==> src/rtl/sevenseg_scan.sv <==
// Four-digit multiplexed seven-segment driver with frame-synchronous value updates.
// Optional build macro LEADING_ZERO_BLANK_EN suppresses leading zeros on digits 3..1.
module sevenseg_scan #(
    parameter int SCAN_DIV = 1000
) (
    input  logic        clk,
    input  logic        rst,
    input  logic        load_valid,
    input  logic [15:0] load_value,
    output logic        load_ready,
    output logic [3:0]  anode_en,
    output logic [6:0]  seg
);

    logic [15:0] presc_q, presc_d;
    logic [1:0]  digit_q, digit_d;
    logic [15:0] disp_q, disp_d;
    logic [15:0] pend_q, pend_d;
    logic        pending_q, pending_d;
    logic [3:0]  anode_q, anode_d;
    logic [6:0]  seg_q, seg_d;

    logic        tick;
    logic        frame;
    logic        accept;
    logic [3:0]  nibble;
    logic        hide;
    logic [3:0]  lz;

    function automatic logic [6:0] decode(input logic [3:0] n);
        case (n)
            4'd0:    decode = 7'h3F;
            4'd1:    decode = 7'h06;
            4'd2:    decode = 7'h5B;
            4'd3:    decode = 7'h4F;
            4'd4:    decode = 7'h66;
            4'd5:    decode = 7'h6D;
            4'd6:    decode = 7'h7D;
            4'd7:    decode = 7'h07;
            4'd8:    decode = 7'h7F;
            4'd9:    decode = 7'h6F;
            default: decode = 7'h40;
        endcase
    endfunction

    assign load_ready = ~pending_q;
    assign anode_en   = anode_q;
    assign seg        = seg_q;

    assign tick   = (presc_q == 16'(SCAN_DIV - 1));
    assign frame  = tick && (digit_q == 2'd3);
    assign accept = load_valid && ~pending_q;
    assign nibble = disp_q[{digit_q, 2'b00} +: 4];

`ifdef LEADING_ZERO_BLANK_EN
    // lz[n]: digit n and every digit above it are zero; digit 0 is never hidden.
    always_comb begin
        lz    = 4'b0000;
        lz[3] = (disp_q[15:12] == 4'd0);
        lz[2] = lz[3] && (disp_q[11:8] == 4'd0);
        lz[1] = lz[2] && (disp_q[7:4] == 4'd0);
    end
`else
    assign lz = 4'b0000;
`endif
    assign hide = lz[digit_q];

    always_comb begin
        presc_d   = tick ? 16'd0 : presc_q + 16'd1;
        digit_d   = tick ? digit_q + 2'd1 : digit_q;
        disp_d    = disp_q;
        pend_d    = pend_q;
        pending_d = pending_q;
        // The display register only ever moves on a frame boundary, so a frame is never mixed.
        if (frame) begin
            pending_d = 1'b0;
            if (accept)
                disp_d = load_value;
            else if (pending_q)
                disp_d = pend_q;
        end else if (accept) begin
            pend_d    = load_value;
            pending_d = 1'b1;
        end
        if (presc_q == 16'd0) begin
            anode_d = 4'b0000;
            seg_d   = 7'b0000000;
        end else begin
            anode_d = 4'b0001 << digit_q;
            seg_d   = hide ? 7'b0000000 : decode(nibble);
        end
    end

    always_ff @(posedge clk or posedge rst) begin
        if (rst) begin
            presc_q   <= 16'd0;
            digit_q   <= 2'd0;
            disp_q    <= 16'd0;
            pend_q    <= 16'd0;
            pending_q <= 1'b0;
            anode_q   <= 4'b0000;
            seg_q     <= 7'b0000000;
        end else begin
            presc_q   <= presc_d;
            digit_q   <= digit_d;
            disp_q    <= disp_d;
            pend_q    <= pend_d;
            pending_q <= pending_d;
            anode_q   <= anode_d;
            seg_q     <= seg_d;
        end
    end

endmodule
==> config.mk <==
export PLATFORM = sky130hd
export DESIGN_NAME = sevenseg_scan
export DESIGN_NICKNAME = d
export VERILOG_FILES = /design/src/rtl/sevenseg_scan.sv
export SDC_FILE = /design/constraint.sdc
export NUM_CORES = 1
export LEC_CHECK = 0
export BUFFER_PORTS_ARGS = -buffer_cell sky130_fd_sc_hd__buf_4
export CORE_MARGIN = 2
export CORE_UTILIZATION = 48
export CTS_CLUSTER_DIAMETER = 100
export DETAILED_ROUTE_END_ITERATION = 8
export PLACE_DENSITY = 0.63
export SLEW_MARGIN = 5
export SYNTH_ARGS = -nofsm -noshare
export SYNTH_HDL_FRONTEND = slang
export SYNTH_SLANG_ARGS = --single-unit
==> constraint.sdc <==
create_clock -name clk -period 4.39 [get_ports clk]
set_input_delay 0.878 -clock clk [delete_from_list [all_inputs] [get_ports clk]]
set_output_delay 0.878 -clock clk [all_outputs]
set_load 0.02 [all_outputs]
# --- Word level (Yosys, flattened, before mapping) ---
# Memories as Yosys holds them, arrays and structs flattened.
# Index checks and enable logic that the tools add are counted.
# W data, S select, Z words.
word_totals:
  register_bits: 62
  mem_bits_ro: 112
  in_bits: 19
  out_inout_bits: 12
  wordCells: 34
  n_memories: 1
memory_table:
  columns: ["memory", "depth", "word_bits", "rd", "rd_clocked_by_memory_dff", "wr", "line", "source"]
  rows:
  - ["(no name shown)", 16, 7, 1, 0, 0, "31", "case (n)"]
classes:
  add_sub_neg: 2
  n_lt_le_gt_ge: 1
  eq_ne: 2
  shifts: 2
  muxes: 10
  bitwise_logic: 2
  n_reduce_logical: 7
ops:
  columns: ["cell", "count"]
  rows:
  - ["$mux W16", 3]
  - ["$add A16 B1 Y16 const B", 1]
  - ["$eq A16 B10 Y1 const B", 1]
  - ["$logic_not A16 Y1", 1]
  - ["$shiftx A16 B5 Y4", 1]
  - ["$mux W7", 2]
  - ["$mux W4", 1]
  - ["$reduce_and A2 Y1", 2]
  - ["$reduce_bool A2 Y1", 2]
  - ["$shl A1 B2 Y4 const A", 1]
  - ["$lt A2 B3 Y1 const B", 1]
  - ["$mux W1", 3]
  - ["$add A2 B1 Y2 const B", 1]
  - ["$bmux W1 S2", 1]
  - ["$eq A2 B2 Y1 const B", 1]
  - ["$logic_and A1 B1 Y1", 2]
  - ["$not A1 Y1", 2]

# --- Logic depth before layout (Yosys ltp) ---
# Gate-level depths: netlist of the first run.
depth:
  ltp_word: 4
  mapped_depth: 8
  mapped_depth_nobuf: 7

# --- Worst setup path before layout of the first run ---
# OpenSTA, ideal clock, no wires.
synth_timing:
  path_kind: "input -> register"
  startpoint: "in load_valid"
  endpoint: "reg disp_q[0]"
  setup_time_ns: 0.128
  arrival_ns: 2.238
  required_time_ns: 4.262
  slack_ns: 2.025
  path_stages: 5
  path_buffers: 2
  cell_sequence: "nor2b_1 -> clkbuf_1 -> buf_1 -> mux2_2 -> mux2_1"
synth_between:
  elab_chain_len: 3
  word_cells_on_any_way: 4
  classes_between: "mux (1); reduce/logical (3)"
synth_rtl:
  columns: ["element", "line", "source"]
  rows:
  - ["from (decl)", "8", "input logic load_valid,"]
  - ["$logic_and A1 B1 Y1 (*)", "52", "assign accept = load_valid && ~pending_q;"]
  - ["$reduce_bool A2 Y1 (no line)", null, null]
  - ["$reduce_and A2 Y1 (no line)", null, null]
  - ["to (signal assigned)", "106", "disp_q <= disp_d;"]
  - ["to (decl)", "17", "logic [15:0] disp_q, disp_d;"]
# Mark *: on every way between the ends. The rest lies on a longest branch, timed or not.
# A chain may end at the register's enable or synchronous reset.

# --- Final worst setup path of the first run ---
layout_timing:
  startpoint: "reg presc_q[12]"
  endpoint: "reg pend_q[9]"
layout_between:
  elab_chain_len: 4
layout_rtl:
  columns: ["element", "line", "source"]
  rows:
  - ["from (decl)", "15", "logic [15:0] presc_q, presc_d;"]
  - ["from (signal assigned)", "104", "presc_q <= presc_d;"]
  - ["$eq A16 B10 Y1", "50", "assign tick = (presc_q == 16'(SCAN_DIV - 1));"]
  - ["$logic_and A1 B1 Y1", "51", "assign frame = tick && (digit_q == 2'd3);"]
  - ["$not A1 Y1 (no line)", null, null]
  - ["$reduce_and A2 Y1 (no line)", null, null]
  - ["to (signal assigned)", "107", "pend_q <= pend_d;"]
  - ["to (decl)", "18", "logic [15:0] pend_q, pend_d;"]
# No other way between the ends.

==> results.cfg, run 1 <==
[worst_hold_path]
hold_class = reg2reg

[timing]
fin_crit_sh_pct = 62.3
max_slew_margin_pct = 38.4
fin_tns_setup_ns = 0
finClkSkew_ns = 0.0109
rsz0062_at_grt = no
timing.hold.ws_ns = 0.490
hold_violations = 0
setup_viol = 0
drv_slew = 0
fin_crit_ns = 2.74
max_freq_ghz = 0.366
worstMarginPinSlew_ns = 0.919

[clock_network]
cts_resized = 0
post_cts_buffers = 0
hold_buffers = 0
cts.sinks = 62
clk_pin_slew_ns = 0.07
cts_root_buffer = clkbuf_8
clock_path_buffers = 2
cts_tree = built
cts_htree_levels = 3
numCtsBuffers = 9
insertion_delay_ns = 0.35

[route]
drt_first_pass_iters = 4
final_antenna_net_count = 0
vias = 1810
drt-wirelength-per-cell_um = 14.8
drt-total-wl_mm = 5.23
vias_per_cell = 5.14
drt_iter0_drc = 36
drc = 0

[outcome]
status = finished, final reports clean

[worst_setup_path]
worstPathCellList = or4_4, nor4_4, a21boi_2, mux2_1
rrSetupSlack_ns = 1.65
worstPathMaxFanout = 16
cp-end-kind = register
worst_ep_arrival_time_ns = 2.96
critical_path_class = reg2reg
path_buf_inv = 0
slowest_delay_ns = 0.78
cp.required_ns = 4.62
path_delay_family = simple AND/OR/NAND/NOR gates
startpoint_type = register
cp_slowest_cell = nor4_4

[pwr]
p_leak_nw = 1.68
p_per_area_nw_per_um2 = 350
power.total_mw = 1.24
ir_worst_vdd_uv = 246

[synthesis]
synth.avg_cell_area_um2 = 12.7
synth_nets = 266
syn_area_um2 = 3000
synth_cell_types = 32
synthCells = 236
yosysTopAreaCell = dfrtp_1
ys_ff_latch = 62
synth_flop_cell = dfrtp_1
synth_enable_flop_cells = 0
yosys-top-cells-area = dfrtp_1 (52%), mux2_2 (14%), mux2_1 (5.3%)
netlist.area_leader.share_pct = 51.7
yosysSeqAreaShare_pct = 51.7
async_reset_ff_share_pct = 100
synth_warnings = 0

[cells_and_area]
drive_gt1_share_pct = 33.9
area_growth_pct = 17.8
final_cell_mix = dfrtp_1 (62), mux2_2 (36), buf_4 (33), nor2_1 (15), mux2_1 (14)
stdcell_count = 352
fin_nets = 302
diodes = 0
final_common_cell = dfrtp_1

[placed_design]
numPortBuffers = 30
gp_congestion = 0.798
dp_cells = 336
dpl.hpwl_mm = 3.65

[die]
die_x_um = 83.0
initial_core_util_pct = 50.1
dieHeight_um = 83.0
design.die.area_um2 = 6900
ios = 31
core_um2 = 5990
rows = 28

[flow_run]
drv_cap = 0

[global_routing]
grt_max_degree = 42
grt_overflow = 0
grt_pass1_wl_mm = 9.14
antenna_found_initial = 0
grt_pass1_vias = 1867
track_usage_pct = 17.0
## per-stage QoR
step | worst slack (ns) | util [%] | cell area, um2
after floorplan | 1.97 | - | 3000
after global placement | 1.67 | 55.1 | 3300
final | 1.65 | 59.0 | 3530
after CTS | 1.63 | 59.0 | 3530
after detailed placement | 1.64 | 55.1 | 3300
after global routing | 1.53 | 59.0 | 3530
## where the power goes
part           internal [mW]  switching (mW)
Sequential             0.588         0.00755
Combinational         0.0344          0.0229
Clock                  0.366           0.218
## state kept, by name, indices dropped and copies added, names as in the netlist
name,flops
disp_q,16
pend_q,16
presc_q,16
seg,7
anode_en,4
digit_q,2
pending_q,1
## cells in the mapped netlist, drive strengths merged, types with 3 or more instances
| master | instances |
|---|---|
| dfrtp | 62 |
| mux2 | 50 |
| nor2 | 15 |
| inv | 12 |
| ha | 11 |
| a21oi | 9 |
| nand2 | 8 |
| xor2 | 8 |
| nand3 | 7 |
| nor2b | 7 |
| xnor2 | 6 |
| clkbuf | 5 |
| o21ai | 5 |
| mux4 | 4 |
| nand4 | 4 |
| and3 | 3 |
| buf | 3 |
| mux2i | 3 |
| or4 | 3 |
## path summary, 6_finish.rpt
kind                                  start          to  cells after the start
worst max-delay path            presc_q[12]   pend_q[9]                      4
worst max register to register  presc_q[12]   pend_q[9]                      4
worst min register to register    pend_q[0]   pend_q[0]                      1
max in group asynchronous               rst  disp_q[11]                      3
min in group asynchronous               rst   pend_q[1]                      2
worst min-delay path              pend_q[0]   pend_q[0]                      1
## area by class of cell
cell class	instances	area (um2)
fill	504	2460
sequential	62	1550
multi-input combinational	154	1360
timing repair buffer	33	248
clock buffer	13	169
tap	75	93.8
clock inverter	3	65.1
inverter	12	45.0
## cells by family after synthesis
family | after synthesis | share of synthesized area (%)
DFF | 62 | 51.7
muxes | 57 | 22.8
and+or+nand+nor | 56 | 11.0
buffers and inverters | 20 | 2.88
AOI/OAI and AO/OA | 16 | 2.96
xor gates and xnor gates | 14 | 4.09
adders and majority gates | 11 | 4.59
## per-layer routing
layer	track usage, %	vias to the layer above	share of wire [%]
li1	-	888	-
met1	22.3	885	47
met2	26.1	29	47
met3	6.16	8	4.4
met4	5.81	0	1.4
met5	0	-	0
## worst reg2reg max path, cell delays in order, from the launching register on
cell      delay [ns]
dfrtp_1         0.42
or4_4           0.57
nor4_4          0.78
a21boi_2        0.43
mux2_1          0.42
Note: power is estimated with default switching activity, not from simulation.
==> run 2: changes to the inputs <==
- PLACE_DENSITY: 0.63 -> 0.66
- clock period: 4.39 -> 2.4 ns (I/O delays scaled with it)
==> results.cfg, run 2 (synthesis results as in run 1) <==
[worst_setup_path]
worst_ep_arrival_time_ns = 2.48
r2r-end = disp_q[0]
worstPathCellList = or4_4, nor4_4, buf_4, nand3b_4, mux2_1
cp.required_ns = 2.61
path_delay_family = simple AND/OR/NAND/NOR gates
worstPathMaxFanout = 16
path_buf_inv = 1
cp_slowest_cell = or4_4
cp.depth = 5
endpoint = disp_q[0]
r2r_cells = 5
startpoint_type = register
rrSetupSlack_ns = 0.13
slowest_delay_ns = 0.57
rr_startpoint = presc_q[12]
cp-end-kind = register
critPathLaunch = presc_q[12]
critical_path_class = reg2reg

[clock_network]
cts_resized = 0
cts_root_buffer = clkbuf_8
clk_pin_slew_ns = 0.06
post_cts_buffers = 0
hold_buffers = 0
numCtsBuffers = 9
cts_htree_levels = 3
cts_tree = built
cts.sinks = 62
insertion_delay_ns = 0.33
clock_path_buffers = 2

[cells_and_area]
area_growth_pct = 16.6
diodes = 0
drive_gt1_share_pct = 34.8
fin_util_pct = 58.4
reg_top3 = disp_q (16), pend_q (16), presc_q (16)
fin_nets = 307
final_common_cell = dfrtp_1
final_cell_mix = dfrtp_1 (62), buf_4 (38), mux2_2 (36), nor2_1 (15), mux2_1 (14)
stdcell_count = 354
final_area_um2 = 3500

[global_routing]
antenna_found_initial = 0
grt_max_degree = 26
grt_overflow = 0
track_usage_pct = 17.3
grt_pass1_wl_mm = 9.32
grt_pass1_vias = 1910

[timing]
fin_tns_setup_ns = 0
rsz0062_at_grt = no
max_slew_margin_pct = 31.0
worstMarginPinSlew_ns = 1.03
timing.hold.ws_ns = 0.181
setup_ws_ns = 0.125
fin_crit_ns = 2.27
max_freq_ghz = 0.440
drv_slew = 0
finClkSkew_ns = 0.00335
setup_viol = 0
hold_violations = 0
fin_crit_sh_pct = 94.8

[die]
design.die.area_um2 = 6900
ios = 31
dieHeight_um = 83.0
rows = 28
initial_core_util_pct = 50.1
die_x_um = 83.0
core_um2 = 5990

[pwr]
p_per_area_nw_per_um2 = 563
power.total_mw = 1.97
ir_worst_vdd_uv = 357
p_leak_nw = 1.67

[placed_design]
dp_cells = 341
gp_congestion = 0.742
dpl.hpwl_mm = 3.83
placed_area_um2 = 3340
pre_cts_slack_ns = 0.125
numPortBuffers = 30

[route]
drt-total-wl_mm = 5.44
vias = 1836
drt-wirelength-per-cell_um = 15.4
drt_first_pass_iters = 4
drc = 0
vias_per_cell = 5.19
final_antenna_net_count = 0
drt_iter0_drc = 50

[flow_run]
drv_cap = 0

[outcome]
status = finished, final reports clean

[worst_hold_path]
hold_class = in2async
## run 2: cell count changes in the layout (fill, tap and decap cells not counted), sizes merged
cell | before | now
buf | 33 | 38
bufinv | 2 | 0
clkbuf | 13 | 11
clkinv | 1 | 2
## run 2: final cells by class
class	count	area (um2)
clock inverters	2	10.0
clock buffers	11	151
fillers	521	2490
well taps	75	93.8
multi-input cells	154	1360
flip-flops and latches	62	1550
repair buffers	38	285
inverters	12	45.0
## run 2: layer usage
metal  global-route usage [%]  routed length [um]  vias up
li1                         -                   -      907
met5                        0                   0        -
met1                     24.0                2640      882
met2                     26.1                2500       34
met3                     3.78                 190       13
met4                     8.05                 119        0
## run 2: report_power, final
part | internal, mW | switching, mW | total [mW]
Combinational | 0.0641 | 0.0430 | 0.107
Sequential | 1.08 | 0.0131 | 1.09
Clock | 0.410 | 0.363 | 0.773
Total | 1.55 | 0.419 | 1.97
## run 2: how the worst min path moves through the flow
| stage | startpoint | end | slack, ns | depth (start not counted) |
|---|---|---|---|---|
| global route | rst | disp_q[5] | 0.22 | 2 |
| detailed placement | pend_q[9] | pend_q[9] | 0.47 | 1 |
| floorplan | presc_q[15] | presc_q[15] | 0.45 | 1 |
| finish | rst | disp_q[1] | 0.18 | 2 |
| CTS | rst | disp_q[1] | 0.18 | 2 |
| global placement | pend_q[1] | pend_q[1] | 0.47 | 1 |
==> run 3: changes to the inputs <==
--- a/config.mk
+++ b/config.mk
@@ -12,4 +12,5 @@
 export DETAILED_ROUTE_END_ITERATION = 8
 export PLACE_DENSITY = 0.66
+export RECOVER_POWER = 50
 export SLEW_MARGIN = 5
 export SYNTH_ARGS = -nofsm -noshare
==> constraint.sdc (replaced) <==
create_clock -name clk -period 2.4 [get_ports clk]
set_input_delay 0 -clock clk [delete_from_list [all_inputs] [get_ports clk]]
set_output_delay 0 -clock clk [all_outputs]
set_load 0.02 [all_outputs]
==> results.cfg, run 3 (synthesis results as in run 1) <==
[route]
drt_iter0_drc = 63
drt-total-wl_mm = 5.64
vias = 1945
drc = 0
vias_per_cell = 5.20
drt-wirelength-per-cell_um = 15.1
drt_first_pass_iters = 4
final_antenna_net_count = 0

[timing]
hold_violations = 0
rsz0062_at_grt = no
max_freq_ghz = 0.435
fin_crit_ns = 2.30
max_slew_margin_pct = 14.7
finClkSkew_ns = 0.00799
setup_viol = 0
drv_slew = 0
fin_crit_sh_pct = 95.7
worstMarginPinSlew_ns = 1.28
setup_ws_ns = 0.103
fin_tns_setup_ns = 0

[cells_and_area]
diodes = 0
area_growth_pct = 23.0
final_common_cell = dfrtp_1
drive_gt1_share_pct = 28.8
final_area_um2 = 3690
final_cell_mix = dfrtp_1 (62), mux2_2 (36), buf_4 (23), dlygate4sd3_1 (18), nor2_1 (15)
fin_nets = 325
reg_top3 = disp_q (16), pend_q (16), presc_q (16)

[die]
dieHeight_um = 83.0
initial_core_util_pct = 50.1
core_um2 = 5990
rows = 28
die_x_um = 83.0
ios = 31
design.die.area_um2 = 6900

[placed_design]
placed_area_um2 = 3340
dpl.hpwl_mm = 3.84
gp_congestion = 0.764
numPortBuffers = 30
pre_cts_slack_ns = 0.117

[pwr]
p_per_area_nw_per_um2 = 608
ir_worst_vdd_uv = 463
pwr-share-comb_pct = 5.8
sw_frac_of_total_pct = 20.2
p_leak_nw = 1.73
power.clock.fraction_pct = 45.6
p_seq_share_pct = 48.6
p_sw_uw = 452
internal_power_mw = 1.79

[global_routing]
track_usage_pct = 18.4
grt_overflow = 0
grt_pass1_vias = 2060
antenna_found_initial = 0
grt_max_degree = 36
grt_pass1_wl_mm = 10.0

[clock_network]
numCtsBuffers = 9
cts_root_buffer = clkbuf_8
clock_path_buffers = 2
cts_htree_levels = 3
post_cts_buffers = 0
clk_pin_slew_ns = 0.07
cts_resized = 0
cts_tree = built
hold_buffers = 18
cts.sinks = 62
insertion_delay_ns = 0.34

[worst_setup_path]
critical_path_class = reg2reg
rr_startpoint = presc_q[12]
worst_ep_arrival_time_ns = 2.52
r2r_cells = 5
cp-end-kind = register
cp.required_ns = 2.62
cp_slowest_cell = or4_4
slowest_delay_ns = 0.58
rrSetupSlack_ns = 0.10
r2r-end = disp_q[0]
worstPathMaxFanout = 16
startpoint_type = register
worstPathCellList = or4_4, nor4_4, buf_4, nand3b_4, mux2_1

[flow_run]
drv_cap = 0

[worst_hold_path]
holdPathStages = 3
hold-path-endpoint = pend_q[9]
hold_start = load_value[9]
hold_class = in2reg

[outcome]
status = finished, final reports clean
==> run 3: cell type report <==
type	instances	area, um2
Timing Repair Buffer	56	415
Inverter	12	45.0
Tap cell	75	93.8
Fill cell	498	2300
Sequential cell	62	1550
Clock buffer	11	151
Multi-Input combinational cell	154	1360
Clock inverter	4	70.1
==> run 3: through the flow <==
| step | utilization (%) | total power, mW | hold slack [ns] | instances |
|---|---|---|---|---|
| 2_1_floorplan | - | 1.17 | 0.135 | 236 |
| 3_3_place_gp | 55.7 | 1.22 | 0.171 | 341 |
| 3_5_place_dp | 55.7 | 1.22 | 0.177 | 341 |
| 4_1_cts | 62.4 | 2.27 | 0.364 | 374 |
| 5_1_grt | 61.6 | 2.35 | 0.442 | 374 |
| 6_report | 61.6 | 2.24 | 0.433 | 374 |
==> run 3: how the worst max path moves through the flow <==
stage,startpoint,to,slack (ns),cells after the start
after floorplan,presc_q[12],disp_q[0],0.19,5
after global placement,presc_q[0],pend_q[7],0.16,5
after detailed placement,presc_q[12],disp_q[4],0.12,5
after CTS,presc_q[12],disp_q[0],0.09,5
after global routing,presc_q[12],disp_q[0],0.003,5
final,presc_q[12],disp_q[0],0.10,5
==> run 3: worst max-delay path: cells and delay by family, from the launching register on <==
kind,cells,cell delay (ns)
and+or+nand+nor,3,1.15
DFF,1,0.42
muxes,1,0.38
buffers and inverters,1,0.21
==> run 3: routing by layer <==
metal / global-route usage (%) / vias up / part of all wire [%] / wire (um)
met5: 0 / - / 0 / 0
met4: 7.60 / 0 / 1.7 / 96
met3: 4.17 / 11 / 2.8 / 160
met2: 28.4 / 31 / 46 / 2620
met1: 25.3 / 964 / 49 / 2760
li1: - / 939 / - / -
==> run 3: power groups by stage <==
stage	sequential, mW	combinational (mW)	clock [mW]
floorplan	1.11	0.0674	0
global placement	1.11	0.109	0
detailed placement	1.11	0.111	0
CTS	1.09	0.135	1.05
global route	1.09	0.147	1.11
finish	1.09	0.131	1.02
